**src/rtl/bit_serializer_if.sv**
```systemverilog
// Word-in / bit-out handshake bundle for the bit serializer.
// master = upstream word source plus serial-line observer, slave = the serializer.
interface bit_serializer_if #(
  parameter int WIDTH = 8
);
  logic [WIDTH-1:0] in_data;
  logic             in_valid;
  logic             in_ready;
  logic             data_out;
  logic             out_valid;
  logic             word_done;
  logic             busy;

  modport master (
    output in_data, in_valid,
    input  in_ready, data_out, out_valid, word_done, busy
  );

  modport slave (
    input  in_data, in_valid,
    output in_ready, data_out, out_valid, word_done, busy
  );
endinterface

```
**src/rtl/bit_serializer.sv**
```systemverilog
// Parallel-to-serial stage: WIDTH-bit words in over valid/ready, one bit per clock out,
// with back-to-back words emitted gaplessly.
//
// state | meaning
// IDLE  | no word held, serial line at IDLE_BIT
// SHIFT | word in flight, cnt = bits still to emit after the current one
module bit_serializer #(
  parameter int WIDTH     = 8,
  parameter bit MSB_FIRST = 1'b1,
  parameter bit IDLE_BIT  = 1'b0
) (
  input  logic                clk,
  input  logic                reset,
  bit_serializer_if.slave     bus
);
  localparam int CW = $clog2(WIDTH);

  typedef enum logic {IDLE, SHIFT} state_t;

  state_t           state;
  logic [WIDTH-1:0] shreg;
  logic [CW-1:0]    cnt;
  logic             data_out_q;
  logic             out_valid_q;
  logic             word_done_q;
  logic             busy_q;
  logic             in_ready_c;
  logic             accept;

  assign in_ready_c = !reset && ((state == IDLE) || ((state == SHIFT) && (cnt == '0)));
  assign accept     = bus.in_valid && in_ready_c;

  assign bus.in_ready  = in_ready_c;
  assign bus.data_out  = data_out_q;
  assign bus.out_valid = out_valid_q;
  assign bus.word_done = word_done_q;
  assign bus.busy      = busy_q;

  // The first bit goes straight from in_data to the output; shreg keeps the
  // remaining bits pre-shifted so its edge bit is always the next to send.
  always_ff @(posedge clk) begin
    if (reset) begin
      state       <= IDLE;
      shreg       <= '0;
      cnt         <= '0;
      data_out_q  <= IDLE_BIT;
      out_valid_q <= 1'b0;
      word_done_q <= 1'b0;
      busy_q      <= 1'b0;
    end else begin
      // WIDTH >= 2, so a freshly loaded word never starts on its last bit
      word_done_q <= (state == SHIFT) && (cnt == CW'(1));
      if (accept) begin
        state       <= SHIFT;
        cnt         <= CW'(WIDTH - 1);
        data_out_q  <= MSB_FIRST ? bus.in_data[WIDTH-1] : bus.in_data[0];
        shreg       <= MSB_FIRST ? (bus.in_data << 1) : (bus.in_data >> 1);
        out_valid_q <= 1'b1;
        busy_q      <= 1'b1;
      end else if (state == SHIFT && cnt != '0) begin
        cnt        <= cnt - CW'(1);
        data_out_q <= MSB_FIRST ? shreg[WIDTH-1] : shreg[0];
        shreg      <= MSB_FIRST ? (shreg << 1) : (shreg >> 1);
      end else if (state == SHIFT) begin
        state       <= IDLE;
        data_out_q  <= IDLE_BIT;
        out_valid_q <= 1'b0;
        busy_q      <= 1'b0;
      end
    end
  end
endmodule
```
**src/flat_wrapper.sv**
```systemverilog
// flat-port wrapper written by rule: the top's interface ports become plain ports
module bit_serializer_flat 
#(
  parameter int WIDTH     = 8,
  parameter bit MSB_FIRST = 1'b1,
  parameter bit IDLE_BIT  = 1'b0
)
  (clk, reset, bus_in_data, bus_in_valid, bus_in_ready, bus_data_out, bus_out_valid, bus_word_done, bus_busy);
  bit_serializer_if #(.WIDTH(WIDTH)) bus_i ();
  input  logic clk;
  input  logic reset;
  input wire logic [$bits(bus_i.in_data)-1:0] bus_in_data;
  input wire logic [$bits(bus_i.in_valid)-1:0] bus_in_valid;
  output wire logic [$bits(bus_i.in_ready)-1:0] bus_in_ready;
  output wire logic [$bits(bus_i.data_out)-1:0] bus_data_out;
  output wire logic [$bits(bus_i.out_valid)-1:0] bus_out_valid;
  output wire logic [$bits(bus_i.word_done)-1:0] bus_word_done;
  output wire logic [$bits(bus_i.busy)-1:0] bus_busy;
  assign bus_i.in_data = bus_in_data;
  assign bus_i.in_valid = bus_in_valid;
  assign bus_in_ready = bus_i.in_ready;
  assign bus_data_out = bus_i.data_out;
  assign bus_out_valid = bus_i.out_valid;
  assign bus_word_done = bus_i.word_done;
  assign bus_busy = bus_i.busy;
  bit_serializer #(.WIDTH(WIDTH), .MSB_FIRST(MSB_FIRST), .IDLE_BIT(IDLE_BIT)) u_core (.clk(clk), .reset(reset), .bus(bus_i));
endmodule
```
**config.mk**
```make
export PLATFORM = sky130hd
export DESIGN_NAME = bit_serializer_flat
export DESIGN_NICKNAME = d
export VERILOG_FILES = /design/src/rtl/bit_serializer_if.sv /design/src/rtl/bit_serializer.sv /design/src/flat_wrapper.sv
export SDC_FILE = /design/constraint.sdc
export NUM_CORES = 1
export LEC_CHECK = 0
export ABC_AREA = 1
export CAP_MARGIN = 20
export CORE_MARGIN = 4
export CORE_UTILIZATION = 50
export CTS_BUF_LIST = sky130_fd_sc_hd__clkbuf_8
export CTS_CLUSTER_DIAMETER = 200
export DETAILED_ROUTE_END_ITERATION = 7
export PLACE_DENSITY = 0.76
export SYNTH_ARGS = -nofsm -noshare
export SYNTH_HDL_FRONTEND = slang
export SYNTH_SLANG_ARGS = --single-unit
```
**constraint.sdc**
```tcl
create_clock -name clk -period 1.76 [get_ports clk]
set_clock_uncertainty 0.2 [all_clocks]
set_input_delay 0.528 -clock clk [delete_from_list [all_inputs] [get_ports clk]]
set_output_delay 0.528 -clock clk [all_outputs]
set_load 0.01 [all_outputs]
```
==> summary.md <==
| Metric | Value |
|---|---|
| Reg clk slew, reported paths | `60 ps` |
| Status | `finished with violations` |
| Sequential area share after synthesis | `39.37%` |
| CTS tree | `built` |
| Die ar. | `2092 sq um` |
| Number of cell rows | `13` |
| Endpoints failing hold | `0` |
| Drt drc | `0` |
| Peak Freq | `500.5 MHz` |
| RSZ-0062 raised after global routing | `true` |
| GRT overflow | `0` |
| Switching Share | `26.77%` |
| CTS Sinks | `14` |
| Worst hold path type | `reg2reg` |
| Post-Syn Area | `711.9 sq um` |
| P_sw | `0.2356 mW` |
| Buffers on Ports | `15` |
| Max cap viols | `0` |
| Slew headroom | `83.87%` |
| Period utilisation layout | `113.5%` |
| Pwr per Cell Area | `868.4 nW/um^2` |
| Clock Power Share | `36.5%` |
| I/O Pins | `16` |
| Avg Vias per Cell | `4.810` |
| Worst Max-Slew Pin Slew | `241.0 ps` |
| CP max FO | `2` |
| CP Launch Type | `input pin` |
| CTS Buf Count | `3` |
| CTS Root Cell | `clkbuf_8` |
| DIE HEIGHT | `45.74 um` |
| Max Root-Sink Buffers | `2` |
| Initial Util | `54.04%` |
| Combinational share of power | `23.1%` |
| Die width | `45.74 um` |
| Worst skew pair latency | `250 ps` |
| First-pass DRT Iterations | `4` |
| Sequential fraction of design power | `40.4%` |
| CTS Hold Buffers Added | `0` |
| Worst R2R Setup Slack | `130 ps` |
| DR WL/cell | `11.11 um` |
| CP Class | `in2out` |
| Gpl congestion | `0.7239` |
| Via Count | `683` |
| CP Data Arrival Time | `1270 ps` |
| Commonest cells after routing, fill and taps aside | `nand2_1 (23), nor2_1 (19), buf_4 (13)` |
| Final setup fails | `8` |
| Leakage Power | `0.4791 nW` |
| Fill count | `100` |
| Failing checks | `negative setup slack` |
| GRT Util Overall | `18.39%` |
| Inserted Diodes | `0` |
| Synth unique cells | `19` |
| DR iter-0 viols | `19` |
| Synth Warn # | `0` |
| Number of synthesized register bits | `14` |
| H-tree lvl count | `1` |
| First-pass GRT wire length | `2608 um` |
| Synth Area per Inst | `7.049 sq um` |
| Pre-CTS setup slack | `-673.1 ps` |
| Internal power | `0.6445 mW` |
| Dpl hpwl | `1039 um` |
| Commonest non-fill, non-tap cell in the layout | `nand2_1` |
| Core area | `1318 sq um` |
| Drt total wl | `1577 um` |
| Tmin final | `1998 ps` |
| Area growth syn-to-layout | `42.35%` |
| Number of global-route vias before repair | `615` |
| Worst Setup End Kind | `output pin` |
| Share of layout cells above drive strength 1 | `24.41%` |
| VDD IR-drop max | `0.7730 mV` |
| Post-Syn Nets | `115` |
| Final Max Slew Viols | `0` |
| Cells after synthesis | `101` |
| Antenna Violating Nets Remaining | `0` |
| Post-layout net count | `142` |
| Fin worst setup slack | `-238.0 ps` |
| Initial antenna violation count | `0` |
| CP required | `1030 ps` |
| Power Total | `0.8801 mW` |
| Largest net degree at the start of global routing | `13` |
[worst max-delay path: stages]
cell             delay [ps]
clkdlybuf4s50_1         470
nor2_4                  160
buf_6                   110
[synth_stat cells]
| master | n | area [sq um] |
|---|---|---|
| o21ai_1 | 1 | 5.000 |
| nand4_1 | 7 | 43.79 |
| o21ai_4 | 1 | 16.27 |
| nand2_1 | 23 | 86.33 |
| nand3_1 | 3 | 15.01 |
| inv_1 | 12 | 45.04 |
| buf_2 | 2 | 10.01 |
| a21oi_1 | 2 | 10.01 |
| a31oi_1 | 1 | 6.260 |
| buf_4 | 1 | 7.510 |
| nor2_1 | 20 | 75.07 |
| buf_6 | 3 | 33.78 |
| dfxtp_1 | 14 | 280.3 |
| ha_1 | 3 | 37.54 |
| o21ai_0 | 2 | 10.01 |
| nand2_2 | 1 | 6.260 |
| inv_2 | 3 | 11.26 |
| nor3_1 | 1 | 5.000 |
| o211ai_1 | 1 | 7.510 |
[per-layer routing]
| metal | share of wire [%] | track usage (%) | vias up |
|---|---|---|---|
| met4 | 2.6 | 11.93 | 0 |
| li1 | - | - | 367 |
| met3 | 6.2 | 4.743 | 5 |
| met5 | 0 | 0 | - |
| met2 | 45 | 29.53 | 18 |
| met1 | 46 | 21.34 | 293 |
[final timing paths]
kind	to	cells past startpoint	startpoint
hold reg to reg	u_core.bus.out_valid	2	u_core.bus.out_valid
hold / removal	u_core.bus.out_valid	2	u_core.bus.out_valid
setup reg to reg	u_core.cnt[2]	10	u_core.cnt[0]
setup / recovery	bus_in_ready	3	reset
[power by group through the flow]
stage | sequential (mW) | clock, mW | combinational (mW)
3_3_place_gp | 0.359 | 0 | 0.180
6_report | 0.355 | 0.321 | 0.203
5_1_grt | 0.359 | 0.343 | 0.227
2_1_floorplan | 0.362 | 0 | 0.102
3_5_place_dp | 0.360 | 0 | 0.182
4_1_cts | 0.355 | 0.328 | 0.204
[final cells by class]
class | instances | area [sq um] | share of cell area [%]
tap | 15 | 18.77 | 1.852
timing repair buffer | 28 | 244.0 | 24.07
inverter | 15 | 56.30 | 5.556
sequential | 14 | 282.8 | 27.90
multi-input combinational | 66 | 356.6 | 35.19
clock buffer | 4 | 55.05 | 5.432
[kinds of logic (layout without fill, tap and decap cells)]
kind of cell | count (synthesis) | in the layout | share of synthesized area [%]
buffers and inverters | 21 | 47 | 15.11
flip-flops | 14 | 14 | 39.37
AO/OA/AOI/OAI | 8 | 8 | 7.734
adder cells (fa/ha/maj) | 3 | 3 | 5.273
AND/OR/NAND/NOR | 55 | 55 | 32.51
[sequential cells by signal (all words and copies together) (netlist names)]
| name | flops |
|---|---|
| u_core.shreg | 7 |
| u_core.bus.word_done | 1 |
| u_core.state | 1 |
| u_core.bus.out_valid | 1 |
| u_core.bus.data_out | 1 |
| u_core.cnt | 3 |
[repair_timing]
action	CTS	global route
setup buffers	2	0
endpoints found under the hold margin	0	0
endpoints found under the setup margin	5	12
gates resized for setup	20	0
pin swaps	2	1
[stage by stage]
| stage | instances | setup TNS [ps] | hold WS (ps) | util (%) | cell area [sq um] |
|---|---|---|---|---|---|
| after floorplan | 101 | 0 | 219.8 | - | 711.9 |
| after global placement | 137 | -2631 | 254.6 | 69.80 | 919.6 |
| after detailed placement | 137 | -2440 | 277.6 | 69.80 | 919.6 |
| after CTS | 143 | -267.3 | 288.9 | 77.49 | 1021 |
| after global routing | 142 | -993.5 | 305.8 | 76.92 | 1013 |
| final | 142 | -358.4 | 279.9 | 76.92 | 1013 |
(Power assumes the default switching activity.)
